--- config.mk ---
export PLATFORM = sky130hd
export DESIGN_NAME = pipe_add_sub
export DESIGN_NICKNAME = d
export VERILOG_FILES = /design/src/rtl/pipe_add_sub.sv
export SDC_FILE = /design/constraint.sdc
export NUM_CORES = 1
export LEC_CHECK = 0
export ABC_AREA = 1
export BUFFER_PORTS_ARGS = -buffer_cell sky130_fd_sc_hd__buf_4
export CAP_MARGIN = 0
export CORE_UTILIZATION = 52
export DETAILED_ROUTE_END_ITERATION = 16
export PLACE_DENSITY = 0.76
export SYNTH_ARGS = -nofsm -noshare
export SYNTH_HDL_FRONTEND = slang
export SYNTH_SLANG_ARGS = --single-unit
--- constraint.sdc ---
create_clock -name clk -period 1.75 [get_ports clk]
set_input_delay 0.175 -clock clk [delete_from_list [all_inputs] [get_ports clk]]
set_output_delay 0.175 -clock clk [all_outputs]
set_load 0.005 [all_outputs]
--- src/rtl/pipe_add_sub.sv ---
// pipe_add_sub: pipelined WIDTH-bit adder/subtractor with a valid/ready handshake.
// The carry chain is cut into STAGES chunks of CHUNK bits. Stage k resolves
// chunk k and passes its carry-out to stage k+1 one clock later.
// Ports:
//   clk, rst_n            clock, asynchronous active-low reset
//   in_valid / in_ready   operand handshake (in_ready = pipeline advances)
//   a, b, cin, sub        operands, carry/borrow-in, 0 = add / 1 = subtract
//   out_valid / out_ready result handshake
//   sum, cout, overflow   result, carry-out (sub: 1 = no borrow), signed overflow
module pipe_add_sub #(
  parameter int unsigned WIDTH  = 16,
  parameter int unsigned STAGES = 4
) (
  input  logic             clk,
  input  logic             rst_n,
  input  logic             in_valid,
  output logic             in_ready,
  input  logic [WIDTH-1:0] a,
  input  logic [WIDTH-1:0] b,
  input  logic             cin,
  input  logic             sub,
  output logic             out_valid,
  input  logic             out_ready,
  output logic [WIDTH-1:0] sum,
  output logic             cout,
  output logic             overflow
);

  localparam int unsigned CHUNK = WIDTH / STAGES;
  localparam int unsigned CW    = CHUNK + 1;
  localparam int unsigned LAST  = STAGES - 1;

  // Per-stage registers: valid, chunk carry-out, skewed operands, partial result.
  logic             v_q [STAGES];
  logic             c_q [STAGES];
  logic [WIDTH-1:0] a_q [STAGES];
  logic [WIDTH-1:0] b_q [STAGES];
  logic [WIDTH-1:0] r_q [STAGES];
  logic             ovf_q;

  // Per-stage inputs and next values.
  logic             v_in [STAGES];
  logic             c_in [STAGES];
  logic [WIDTH-1:0] a_in [STAGES];
  logic [WIDTH-1:0] b_in [STAGES];
  logic [WIDTH-1:0] r_in [STAGES];
  logic [WIDTH-1:0] r_nx [STAGES];
  logic             c_nx [STAGES];
  logic [CW-1:0]    part [STAGES];
  logic             msb_cin;
  logic             ovf_nx;
  logic             advance;

  // Global stall: everything moves when the output slot is free or draining.
  assign advance  = !v_q[LAST] | out_ready;
  assign in_ready = advance;

  // Chunk adders; stage 0 takes the live operands with B and c0 conditioned by sub.
  always_comb begin
    v_in[0] = in_valid;
    c_in[0] = cin ^ sub;
    a_in[0] = a;
    b_in[0] = sub ? ~b : b;
    r_in[0] = '0;
    for (int k = 1; k < STAGES; k++) begin
      v_in[k] = v_q[k-1];
      c_in[k] = c_q[k-1];
      a_in[k] = a_q[k-1];
      b_in[k] = b_q[k-1];
      r_in[k] = r_q[k-1];
    end
    for (int k = 0; k < STAGES; k++) begin
      part[k] = {1'b0, a_in[k][k*CHUNK +: CHUNK]}
              + {1'b0, b_in[k][k*CHUNK +: CHUNK]}
              + CW'(c_in[k]);
      r_nx[k] = r_in[k];
      r_nx[k][k*CHUNK +: CHUNK] = part[k][CHUNK-1:0];
      c_nx[k] = part[k][CHUNK];
    end
    // Carry into the MSB recovered from the MSB sum bit and its operand bits.
    msb_cin = r_nx[LAST][WIDTH-1] ^ a_in[LAST][WIDTH-1] ^ b_in[LAST][WIDTH-1];
    ovf_nx  = msb_cin ^ c_nx[LAST];
  end

  // Stage registers; all load together on advance, hold otherwise.
  always_ff @(posedge clk or negedge rst_n) begin
    if (!rst_n) begin
      for (int k = 0; k < STAGES; k++) begin
        v_q[k] <= 1'b0;
        c_q[k] <= 1'b0;
        a_q[k] <= '0;
        b_q[k] <= '0;
        r_q[k] <= '0;
      end
      ovf_q <= 1'b0;
    end else if (advance) begin
      for (int k = 0; k < STAGES; k++) begin
        v_q[k] <= v_in[k];
        c_q[k] <= c_nx[k];
        a_q[k] <= a_in[k];
        b_q[k] <= b_in[k];
        r_q[k] <= r_nx[k];
      end
      ovf_q <= ovf_nx;
    end
  end

  assign out_valid = v_q[LAST];
  assign sum       = r_q[LAST];
  assign cout      = c_q[LAST];
  assign overflow  = ovf_q;

endmodule

==> flow_metrics.tcl <==
set metrics [dict create \
    r2r_slack_ns 0.03 \
    cp_max_fo 2 \
    htreeDepth 3 \
    rsz0062_at_grt "yes" \
    cap_viol_max_count 0 \
    crit_family "adder cells" \
    via_per_inst 4.848 \
    io_pins 58 \
    cp_num_buf_inv 0 \
    coreArea_mm2 0.007888 \
    postSynthCellCount 469 \
    worstRegToRegCells 8 \
    ys_ff_latch 97 \
    dp_hpwl_um 4973 \
    worstHoldPathType "in -> reg" \
    die_height_um 93.31 \
    finalSetupViolCount 0 \
    cp-start-kind "flop" \
    synth_compound_area_frac 0.07792 \
    timing.fmax_mhz 580.5 \
    synth_top_family_by_area "simple AND/OR/NAND/NOR gates" \
    p_leak_nw 2.593 \
    drive_gt1_frac 0.1664 \
    stdcell_count 637 \
    worstHoldEndpoint "a_in[42]" \
    fp.dieW_um 93.31 \
    placed_cells 612 \
    timing.rr.start "c_in[0]" \
    synth_cell_type_count 20 \
    grt_use_total 0.1978 \
    path_clk_slew_ns 0.09 \
    dr.pass1.iters 4 \
    hold_depth 3 \
    slew_viol_final 0 \
    start_util 0.5497 \
    wirelength_um 7546 \
    route.detailed.drc 0 \
    clk-insertion-delay-late_ns 0.36 \
    synthSimpleGateAreaFrac 0.1856 \
    die-area_mm2 0.008707 \
    io_buffer_count 57 \
    grt_pass1_wl_um 13390 \
    fin_util 0.6493 \
    cts.sinks 97 \
    areaGrowthSynthToFinish_pct 18.12 \
    netlist_area_mm2 0.004335 \
    syn_avg_cell_area_um2 9.244 \
    postRouteAntennaNets 0 \
    finalClockSkew_ns 0.01095 \
    critPathSlowestCell "dfrtp_1" \
    end_kind "flop" \
    fin_nets 588 \
    antennaDiodeCount 0 \
    synth_xor_area_frac 0.04040 \
    syn-num-nets 527 \
    tns_ns 0 \
    cts_tree "built" \
    synthMuxAreaShare 0 \
    grt_antenna_before_repair 0 \
    worstPathCellList "fa_2, fa_2, nand3_2, nand2_2, nand2_1, nand2_1, nand3_1, nand3_1" \
    critical_path_required_ns 2.00 \
    ys_top_cells_by_area "dfrtp_1, nand2_1, o21ai_0" \
    fillers 629 \
    numCtsBuffers 9 \
    status "complete, no violations" \
    slew_headroom 0.6735 \
    peakVddDrop_uv 573.2 \
    ys_warn_count 0 \
    grt_overflow 0 \
    synthAdderAreaFrac 0.07157 \
    tightest_slew_ns 0.4897 \
    fin_crit_ns 1.723 \
    seq_area_frac_synth 0.5599 \
    vias 3088 \
    synth_top_area_frac 0.5599 \
    gp_congestion 0.7853 \
    slowest_delay_ns 0.41 \
    grt_max_degree 114 \
    min_period_over_period 0.9844 \
    drtIter0Drc 158 \
    path_class "reg -> reg" \
    grt_pass1_vias 2990 \
    cp.arrival_ns 1.97 \
    yosysTopAreaCell "dfrtp_1" \
    hp-start "a[10]" \
    r2r_end "overflow" \
    powerDensity_mw_per_mm2 1635 \
    fp-row-count 32 \
    cp-startpoint "c_in[0]" \
    hold_violations 0 \
    clockBufferDepth 2 \
    cts-root-buf "clkbuf_8" \
    wl_per_cell_um 11.85 \
]
==> layout make-up <==
cell class | count | area [um^2] | area share
timing repair buffer | 72 | 605.6 | 0.1183
tap | 102 | 127.6 | 0.02492
multi-input combinational | 314 | 1645 | 0.3213
sequential | 97 | 2427 | 0.4740
clock inverter | 6 | 50.05 | 0.009773
inverter | 36 | 137.6 | 0.02688
clock buffer | 10 | 127.6 | 0.02492
==> sequential cells by signal, summed over array words and instances, names as in the netlist <==
register	cells
overflow	1
v_in	3
cout	1
sum	16
b_in	24
a_in	24
c_in	3
r_in	24
out_valid	1
==> synth_stat cells (all sizes together) <==
library cell and count:
dfrtp 97, nand3 10, nand2 181, xor2 5
o31ai 1, buf 21, inv 36, fa 8
nor2 14, o21ai 57, ha 12, a21oi 9
xnor2 15, clkbuf 1, nand3b 2
==> kinds of logic (layout without fill, tap and decap cells) <==
group | Yosys count | after routing
simple gates | 207 | 207
flops | 97 | 97
compound gates | 67 | 67
buf+inv | 58 | 124
fa+ha+maj | 20 | 20
xor+xnor | 20 | 20
==> what timing repair did <==
item | 4_1_cts | 5_1_grt
endpoints found under the setup margin | 1 | 4
hold endpoints to repair | 102 | 0
hold buffers | 6 | 0
setup buffers | 3 | 0
gates resized for setup | 3 | 4
pin swaps | 3 | 2
==> tightest hold or removal path, stage by stage <==
cell and delay, ns:
buf_4 0.08, nand2_1 0.04, nand2_1 0.05
==> metrics by stage <==
stage / worst slack [ns] / instance area (um^2) / hold WS, ns / total power [mW]
after global routing: -0.05224 / 5121 / 0.003902 / 9.173
after global placement: -0.01074 / 4848 / 0.2714 / 6.810
after CTS: 0.002778 / 5119 / 0.001016 / 8.436
after floorplan: 0.0005191 / 4343 / -0.1206 / 5.946
final: 0.02732 / 5121 / 0.01795 / 8.373
after detailed placement: -0.08029 / 4848 / 0.2665 / 7.003
==> layout by cell type (no fill, tap or decap), drive strengths merged <==
cell type	n
o21ai	57
clkinv	2
clkbuf	10
dlygate4sd3	6
nand3	10
nor2	14
xnor2	15
buf	66
nand2	181
xor2	5
inv	38
clkinvlp	2
nand3b	2
dfrtp	97
ha	12
o31ai	1
a21oi	9
fa	8
==> how the worst max path moves through the flow <==
stage                     to  slack [ns]  cells past startpoint
finish              overflow        0.03                      8
global route        overflow       -0.05                      8
CTS                 overflow       0.003                      8
detailed placement  overflow       -0.08                      8
global placement    overflow       -0.01                      8
floorplan            c_in[2]      0.0005                      9
==> power by group <==
group | switching [mW] | internal (mW)
Sequential | 0.540 | 3.24
Clock | 0.778 | 0.532
Combinational | 1.81 | 1.47
Total | 3.13 | 5.24
==> per-layer routing <==
| layer | share of wire | GRT usage | up-vias |
|---|---|---|---|
| li1 | - | - | 1588 |
| met1 | 0.50 | 0.2778 | 1428 |
| met2 | 0.45 | 0.3045 | 59 |
| met3 | 0.036 | 0.04065 | 13 |
| met4 | 0.018 | 0.07564 | 0 |
| met5 | 0 | 0 | - |
(Power assumes the default switching activity.)
